**src/rtl/instr_fetch_stage.sv**
```systemverilog
// ---------------------------------------------------------------------------
// instr_fetch_stage
// Instruction-load and fetch front end feeding the decode stage through an
// IF/ID register. While LoadInstructions is high one 32-bit word per clock is
// streamed into the on-chip instruction memory. Once loading ends, fetch runs
// sequentially from byte address 0, honouring stall and branch redirects.
// Memory contents and load_count are kept across Reset, so a program loaded
// before a reset pulse runs again after it.
//
// Ports:
//   clk              rising-edge clock
//   Reset            asynchronous, active-low reset
//   LoadInstructions load mode, one word written per edge while high
//   Instruction      word to load
//   stall            hold PC and IF/ID outputs
//   branch_taken     redirect fetch to branch_target
//   branch_target    redirect byte address, bits [1:0] forced to zero
//   if_instr         fetched instruction (NOP when if_valid=0)
//   if_pc            byte address of if_instr
//   if_pc_plus4      if_pc + 4, mod 2^32
//   if_valid         if_instr is a real fetched instruction
//   load_count       number of words loaded
//   overflow         a load word was dropped because memory was full
//   fetch_done       PC has run past the last loaded word
// ---------------------------------------------------------------------------
module instr_fetch_stage #(
    parameter int          DEPTH = 64,
    parameter int          AW    = 6,
    parameter logic [31:0] NOP   = 32'h0000_0000
) (
    input  logic          clk,
    input  logic          Reset,
    input  logic          LoadInstructions,
    input  logic [31:0]   Instruction,
    input  logic          stall,
    input  logic          branch_taken,
    input  logic [31:0]   branch_target,
    output logic [31:0]   if_instr,
    output logic [31:0]   if_pc,
    output logic [31:0]   if_pc_plus4,
    output logic          if_valid,
    output logic [AW:0]   load_count,
    output logic          overflow,
    output logic          fetch_done
);

    typedef enum logic [1:0] {
        ST_IDLE = 2'd0,
        ST_LOAD = 2'd1,
        ST_RUN  = 2'd2,
        ST_DONE = 2'd3
    } state_t;

    localparam logic [AW:0] DEPTH_C = (AW+1)'(DEPTH);

    state_t        state_r;
    logic [31:0]   pc_r;
    logic [31:0]   mem_r [DEPTH];

    logic [AW-1:0] fetch_idx_s;
    logic          in_range_s;
    logic          mem_full_s;
    logic          load_start_s;
    logic          wr_en_s;
    logic [AW-1:0] wr_idx_s;
    logic [31:0]   target_s;

    // Fetch range check, load write decode and branch target alignment
    always_comb begin
        fetch_idx_s  = pc_r[AW+1:2];
        // Whole 32-bit PC takes part so large addresses never alias into memory
        in_range_s   = ((pc_r >> 2) < {{(31-AW){1'b0}}, load_count});
        mem_full_s   = (load_count >= DEPTH_C);
        target_s     = branch_target & 32'hFFFF_FFFC;
        // A load burst entered from any other state restarts at word 0
        load_start_s = Reset && LoadInstructions && (state_r != ST_LOAD);
        wr_en_s      = 1'b0;
        wr_idx_s     = {AW{1'b0}};
        if (load_start_s) begin
            wr_en_s  = 1'b1;
            wr_idx_s = {AW{1'b0}};
        end else if (Reset && LoadInstructions && !mem_full_s) begin
            wr_en_s  = 1'b1;
            wr_idx_s = load_count[AW-1:0];
        end else begin
            wr_en_s  = 1'b0;
            wr_idx_s = {AW{1'b0}};
        end
    end

    // Instruction memory and word counter; deliberately untouched by Reset
    always_ff @(posedge clk) begin
        if (wr_en_s) begin
            mem_r[wr_idx_s] <= Instruction;
        end
        if (load_start_s) begin
            load_count <= {{AW{1'b0}}, 1'b1};
        end else if (wr_en_s) begin
            load_count <= load_count + {{AW{1'b0}}, 1'b1};
        end else begin
            load_count <= load_count;
        end
    end

    // Control FSM, PC and registered IF/ID outputs
    always_ff @(posedge clk or negedge Reset) begin
        if (!Reset) begin
            state_r     <= ST_IDLE;
            pc_r        <= 32'h0000_0000;
            if_instr    <= NOP;
            if_pc       <= 32'h0000_0000;
            if_pc_plus4 <= 32'h0000_0000;
            if_valid    <= 1'b0;
            overflow    <= 1'b0;
            fetch_done  <= 1'b0;
        end else if (LoadInstructions) begin
            // Loading always wins and aborts any fetch in progress
            state_r    <= ST_LOAD;
            pc_r       <= 32'h0000_0000;
            if_instr   <= NOP;
            if_valid   <= 1'b0;
            fetch_done <= 1'b0;
            if (state_r != ST_LOAD) begin
                overflow <= 1'b0;
            end else if (mem_full_s) begin
                overflow <= 1'b1;
            end else begin
                overflow <= overflow;
            end
        end else begin
            case (state_r)
                ST_LOAD: begin
                    state_r <= ST_IDLE;
                end
                ST_IDLE: begin
                    if (load_count != {(AW+1){1'b0}}) begin
                        state_r <= ST_RUN;
                    end else begin
                        state_r <= ST_IDLE;
                    end
                end
                ST_RUN: begin
                    if (branch_taken) begin
                        // One bubble; if_pc/if_pc_plus4 keep the last fetch
                        pc_r     <= target_s;
                        if_instr <= NOP;
                        if_valid <= 1'b0;
                    end else if (stall) begin
                        pc_r <= pc_r;
                    end else if (in_range_s) begin
                        if_instr    <= mem_r[fetch_idx_s];
                        if_pc       <= pc_r;
                        if_pc_plus4 <= pc_r + 32'd4;
                        if_valid    <= 1'b1;
                        pc_r        <= pc_r + 32'd4;
                    end else begin
                        if_instr   <= NOP;
                        if_valid   <= 1'b0;
                        fetch_done <= 1'b1;
                        state_r    <= ST_DONE;
                    end
                end
                ST_DONE: begin
                    // Stall has no effect here; only a redirect restarts fetch
                    if (branch_taken) begin
                        pc_r       <= target_s;
                        fetch_done <= 1'b0;
                        state_r    <= ST_RUN;
                    end else begin
                        state_r <= ST_DONE;
                    end
                end
                default: begin
                    state_r <= ST_IDLE;
                end
            endcase
        end
    end

endmodule

```
**config.mk**
```make
export PLATFORM = sky130hd
export DESIGN_NAME = instr_fetch_stage
export DESIGN_NICKNAME = d
export VERILOG_FILES = /design/src/rtl/instr_fetch_stage.sv
export SDC_FILE = /design/constraint.sdc
export NUM_CORES = 2
export LEC_CHECK = 0
export BUFFER_PORTS_ARGS = -buffer_cell sky130_fd_sc_hd__buf_2
export CAP_MARGIN = 20
export CORE_MARGIN = 2
export CORE_UTILIZATION = 40
export DETAILED_ROUTE_END_ITERATION = 8
export PLACE_DENSITY = 0.62
export SLEW_MARGIN = 20
export SYNTH_ARGS = -nofsm -noshare
export SYNTH_HDL_FRONTEND = slang
export SYNTH_SLANG_ARGS = --single-unit
export TNS_END_PERCENT = 50
```
**constraint.sdc**
```tcl
create_clock -name clk -period 5.35 [get_ports clk]
set_clock_uncertainty 0.15 [all_clocks]
set_input_delay 0.2675 -clock clk [delete_from_list [all_inputs] [get_ports clk]]
set_output_delay 0.2675 -clock clk [all_outputs]
set_load 0.03 [all_outputs]
```
# Word-level counts from Yosys, hierarchy flattened
# Memory sizes are Yosys's and may differ from the RTL's.
# Index checks and enable logic that the tools add are counted.
[totals]
regBits = 140
ramBits = 2048
input_bits = 69
output_inout_bits = 106
word_cells = 80
mem_count = 1
[op_classes]
addsub = 2
order_cmp = 2
eq_ne = 11
muxes = 37
bitwise_logic = 3
reduce_logical = 15
[memory_table]
columns = ["memory", "words", "word_bits", "read_ports", "rd_clocked_by_memory_dff", "wr", "line", "rtl"]
rows = [
  ["mem_r", 64, 32, 1, 0, 1, "58", "logic [31:0] mem_r [DEPTH];"],
]
[op_table]
columns = ["operator", "count"]
rows = [
  ["2-to-1 mux 32 bit", 10],
  ["one-hot mux 32 bit (2 select lines)", 1],
  ["adder 32 x 3 -> 32 bit, second input constant", 1],
  ["< comparator 30 x 7 -> 1 bit", 1],
  ["2-to-1 mux 1 bit", 17],
  ["2-to-1 mux 6 bit", 2],
  ["!= test 3 bit, second input constant", 4],
  ["2-to-1 mux 2 bit", 5],
  ["AND reduction 5 bit", 2],
  ["!= test 4 bit, second input constant", 2],
  ["one-hot mux 2 bit (4 select lines)", 1],
  ["adder 7 x 1 -> 7 bit, second input constant", 1],
  ["greater-or-equal comparator 7 bit, second input constant", 1],
  ["nonzero test 7 bit", 1],
  ["== test 2 bit, second input constant", 2],
  ["AND reduction 2 bit", 2],
  ["AND reduction 4 bit", 1],
  ["nonzero test 2 bit", 2],
  ["logical AND 1 bit", 3],
  ["!= test 3 x 2 -> 1 bit, second input constant", 1],
  ["NOT 1 bit", 3],
  ["AND reduction 3 bit", 1],
  ["nonzero test 3 bit", 1],
  ["== test 2 x 1 -> 1 bit, second input constant", 1],
  ["4 further kinds", 4],
]

# Depth between registers and ports, before layout
[logic_depth]
word_depth = 7
ltp_mapped = 12
mapped_depth_nobuf = 8

# Worst setup path before layout
# OpenSTA, ideal clock, no wires.
[synth_path]
path_kind = "input-to-reg"
from = "in LoadInstructions"
to = "mem mem_r[43][0], enable pin"
setup_ps = 502
arrival_time_ps = 4427
required_ps = 4698
setup_slack_ps = 271
stages = 5
n_path_buf = 1
cell_sequence = "clkbuf_1 > nand3_1 > nor2_1 > nand3_1 > nor4_1"
[synth_via]
elab_chain_len = 6
elab_cells_between_ends = 9
classes_between = "mux (6); reduce/logical (3)"
[synth_lines]
columns = ["item", "line", "rtl"]
rows = [
  ["start, declared", "33", "input logic LoadInstructions,"],
  ["logical AND 1 bit (*)", "76, 82", ""],
  ["logical AND 1 bit", "82", "end else if (Reset && LoadInstructions && !mem_full_s) begin"],
  ["2-to-1 mux 1 bit", "82", ""],
  ["2-to-1 mux 1 bit", "79", "if (load_start_s) begin"],
  ["2-to-1 mux 1 bit", "93", "if (wr_en_s) begin"],
  ["2-to-1 mux 1 bit (not written as such)", "94", "mem_r[wr_idx_s] <= Instruction;"],
  ["end, declared", "58", ""],
]
# Every way passes the cells marked *; elsewhere a longest branch is shown, timed or not.

# Final worst setup path
[layout_path]
from = "reg pc_r[2]"
to = "reg pc_r[18]"
[layout_via]
elab_chain_len = 6
elab_cells_between_ends = 9
classes_between = "add/sub (1); order compare (1); eq/ne (1); mux (5); reduce/logical (1)"
[layout_lines]
columns = ["item", "line", "rtl"]
rows = [
  ["start, declared", "57", "logic [31:0] pc_r;"],
  ["start signal, assigned", "145", "pc_r <= target_s;"],
  ["start signal, assigned", "149", "pc_r <= pc_r;"],
  ["start signal, assigned", "155", "pc_r <= pc_r + 32'd4;"],
  ["adder 32 x 3 -> 32 bit", "155", ""],
  ["2-to-1 mux 32 bit", "150", "end else if (in_range_s) begin"],
  ["2-to-1 mux 32 bit", "148", "end else if (stall) begin"],
  ["2-to-1 mux 32 bit", "143", "if (branch_taken) begin"],
  ["one-hot mux 32 bit (2 select lines)", "131", "case (state_r)"],
  ["2-to-1 mux 32 bit", "116", "end else if (LoadInstructions) begin"],
]
# Parallel ways exist; a longest one is shown, timed or not. The select of a mux whose other input is x is not followed.
# A chain may end at the register's enable or synchronous reset.

==> impl_metrics.ini <==
[global_route]
grt_use_total_pct = 20.84
grt-ovfl-total = 0
grt_pass1_wl_mm = 322.1
antenna_found_initial = 4
grt_max_degree = 88
grt_pass1_vias = 43220

[clocking]
cts_buffers = 210
clk_pin_slew_ps = 70
cts_max_path_buffers = 3
clock_sinks = 2182
cts_tree = built
cts-root-buf = clkbuf_16
clk_latency_ps = 840
post_cts_buffers = 0
ctsResizeCount = 0
cts_htree_levels = 4

[synthesis]
synth_top_area_share_pct = 72.90
synth_xor_area_share_pct = 0.08306
synth_area_per_cell_um2 = 20.65
ys_seq_area_share_pct = 76.84
synth_top_area_cell = edfxtp_1
yosysUniqueCellTypes = 74
synth_top_family_by_area = multiplexers
synth_area_um2 = 84360
synth-compound-area-share_pct = 4.338
synth_seq_cells = 2182
yosys_warnings = 0
yosys-top-cells-area = edfxtp_1 73%, mux4_2 11%, dfrtp_1 3.8%
synth-simple-area-share_pct = 2.609
synth_fa_ha_area_share_pct = 0.1335
synthMuxAreaShare_pct = 14.30
ys.flop_type = edfxtp_1
synth_enable_flop_cells = 2048
synthArstFlopShare_pct = 5.820
synth_cells = 4085

[die]
die_h_um = 463.2
row_count = 168
die_area_um2 = 214600
pin_count = 175
fp.coreArea_um2 = 209600
die_x_um = 463.2
initial_utilization_pct = 40.25

[final_layout]
syn2layout_area_growth_pct = 15.26
final_cell_mix = 2048 x edfxtp_1, 426 x mux4_2, 214 x clkbuf_16
final_layout_size_suffix_gt1_share_pct = 25.31
multi_input_area_um2 = 18690
regArea_um2 = 64830
postLayoutCoreUtil_pct = 46.40
fin_nets = 4547
final_common_cell = edfxtp_1
n_fill_cell = 17380

[worst_setup_path]
worstRegToRegCells = 8
setup.worst_path.start = pc_r[2]
r2r_end = pc_r[18]
critPathLaunchType = flip-flop
crit_slowest_cell = dfrtp_4
rrSetupSlack_ps = 1140
worstPathCellList = buf_4 > ha_1 > nand3_1 > or3_1 > nor4b_1 > a21oi_1 > o21ai_1 > dlygate4sd3_1
path_class = reg2reg
cp_slowest_stage_delay_ps = 940
critPathTopFamily = simple AND/OR/NAND/NOR gates
required_ps = 5970
end_kind = flip-flop
critPathBufInv = 2
worstPathMaxFanout = 41
r2r-start = pc_r[2]
cp_data_arrival_time_ps = 4830

[timing]
rsz0062_at_grt = false
fmax_mhz = 237.8
worst_pin_slew_ps = 1139
tns_ps = 0
setup_violations = 0
slew_viol_final = 0
relSlewSlack_pct = 24.08
hold_viol = 0
min_period_ps = 4205
finalCritPeriodShare_pct = 78.60

[place]
dp_hpwl_mm = 129.0
place_congestion = 0.8306
portBuffers = 168

[detailed_routing]
dr_total_vias = 43450
ant_nets = 0
route.detailed.drc = 0
wire_per_inst_um = 30.33
drt-initial-drc-count = 5564
drt_pass1_iterations = 6
totalWireLength_mm = 226.1
routed_via_density = 5.830

[min_path]
hp-class = in2async

[power_and_ir_drop]
p_leak_nw = 30.39
ir_drop_mv = 0.2762
power.density_nw_per_um2 = 376.1

[flow_run]
cap_violations = 0

[run_status]
status = complete, no violations
-- logic make-up (layout without fill, tap and decap cells) --
family | after synthesis | count (layout)
compound gates | 511 | 511
xor+xnor | 8 | 8
fa+ha+maj | 9 | 9
buf+inv | 254 | 813
flops | 2182 | 2182
mux | 668 | 668
other cells | 1 | 5
simple gates | 452 | 452
-- state kept, by name, summed over array words and instances, names as in the netlist, 2 cells and up --
signal / count
mem_r: 2048
load_count: 7
pc_r: 30
if_instr: 32
if_pc_plus4: 30
if_pc: 30
state_r: 2
-- power by group --
part | internal (mW) | switching [mW]
Clock | 8.60 | 6.33
Sequential | 18.8 | 0.141
Combinational | 1.02 | 1.70
-- layer usage --
layer	global-route usage, %	share of wire (%)
met1	29.73	42
met2	33.12	48
met3	3.591	7.9
met4	5.749	2.7
met5	0	0.0058
-- worst max-delay path by stage --
stage	end	slack [ps]	cells after the start
2_1_floorplan	mem_r[43][0]	270	5
3_3_place_gp	mem_r[3][7]	1240	6
3_5_place_dp	mem_r[3][0]	1110	6
4_1_cts	pc_r[18]	1170	8
5_1_grt	pc_r[22]	940	8
6_report	pc_r[18]	1140	8
-- metrics by stage --
step / instances / power [mW] / area [µm²] / setup slack [ps] / hold WS, ps
finish: 7453 / 36.57 / 97230 / 1145 / 13.03
global route: 7452 / 37.62 / 97230 / 936.4 / 44.31
CTS: 7424 / 36.79 / 96860 / 1173 / 7.907
detailed placement: 6966 / 21.97 / 89240 / 1111 / 4.970
global placement: 6966 / 21.93 / 89230 / 1244 / 2.489
floorplan: 4088 / 20.86 / 84370 / 270.6 / -178.1
-- synthesized netlist by cell type (8+ instances only) --
master / count
o211ai_1: 10
a31oi_1: 15
a22oi_1: 74
ha_1: 9
a22o_1: 29
buf_4: 50
buf_2: 72
nor4_1: 11
clkbuf_1: 88
or3_1: 8
inv_1: 13
nand4_1: 9
nor3_1: 20
buf_6: 27
nand2_1: 131
mux4_2: 426
mux2i_1: 207
a21oi_1: 87
a41oi_1: 8
edfxtp_1: 2048
a221oi_1: 19
nand2b_1: 10
o22ai_1: 42
a211o_1: 12
nor2_1: 118
o221ai_1: 36
nand3_1: 37
a21o_1: 14
a211oi_1: 38
o21ai_1: 30
mux2_2: 32
nor2b_1: 19
o21ai_0: 29
a32o_1: 16
and2_1: 56
dfrtp_1: 127
-- final cells by class --
type                            instances  area share (%)
Clock buffer                          266           5.832
Sequential cell                      2182           66.68
Multi-Input combinational cell       1652           19.22
Clock inverter                        124           1.307
Inverter                               13         0.05018
Timing Repair Buffer                  410           3.303
Tap cell                             2805           3.609
Antenna cell                            1        0.002574
-- worst register-to-register path, delay by kind of cell (launching register included) --
kind / cells / cell delay, ps
AOI/OAI and AO/OA: 2 / 210
adders and majority gates: 1 / 510
buffers and inverters: 2 / 1080
DFF: 1 / 940
and+or+nand+nor: 3 / 1240
-- timing repair --
action / in CTS / in global routing
setup endpoints to repair: 0 / 0
endpoints found under the hold margin: 498 / 1600
hold buffers: 68 / 25
Power figures use the tool's default switching activity.
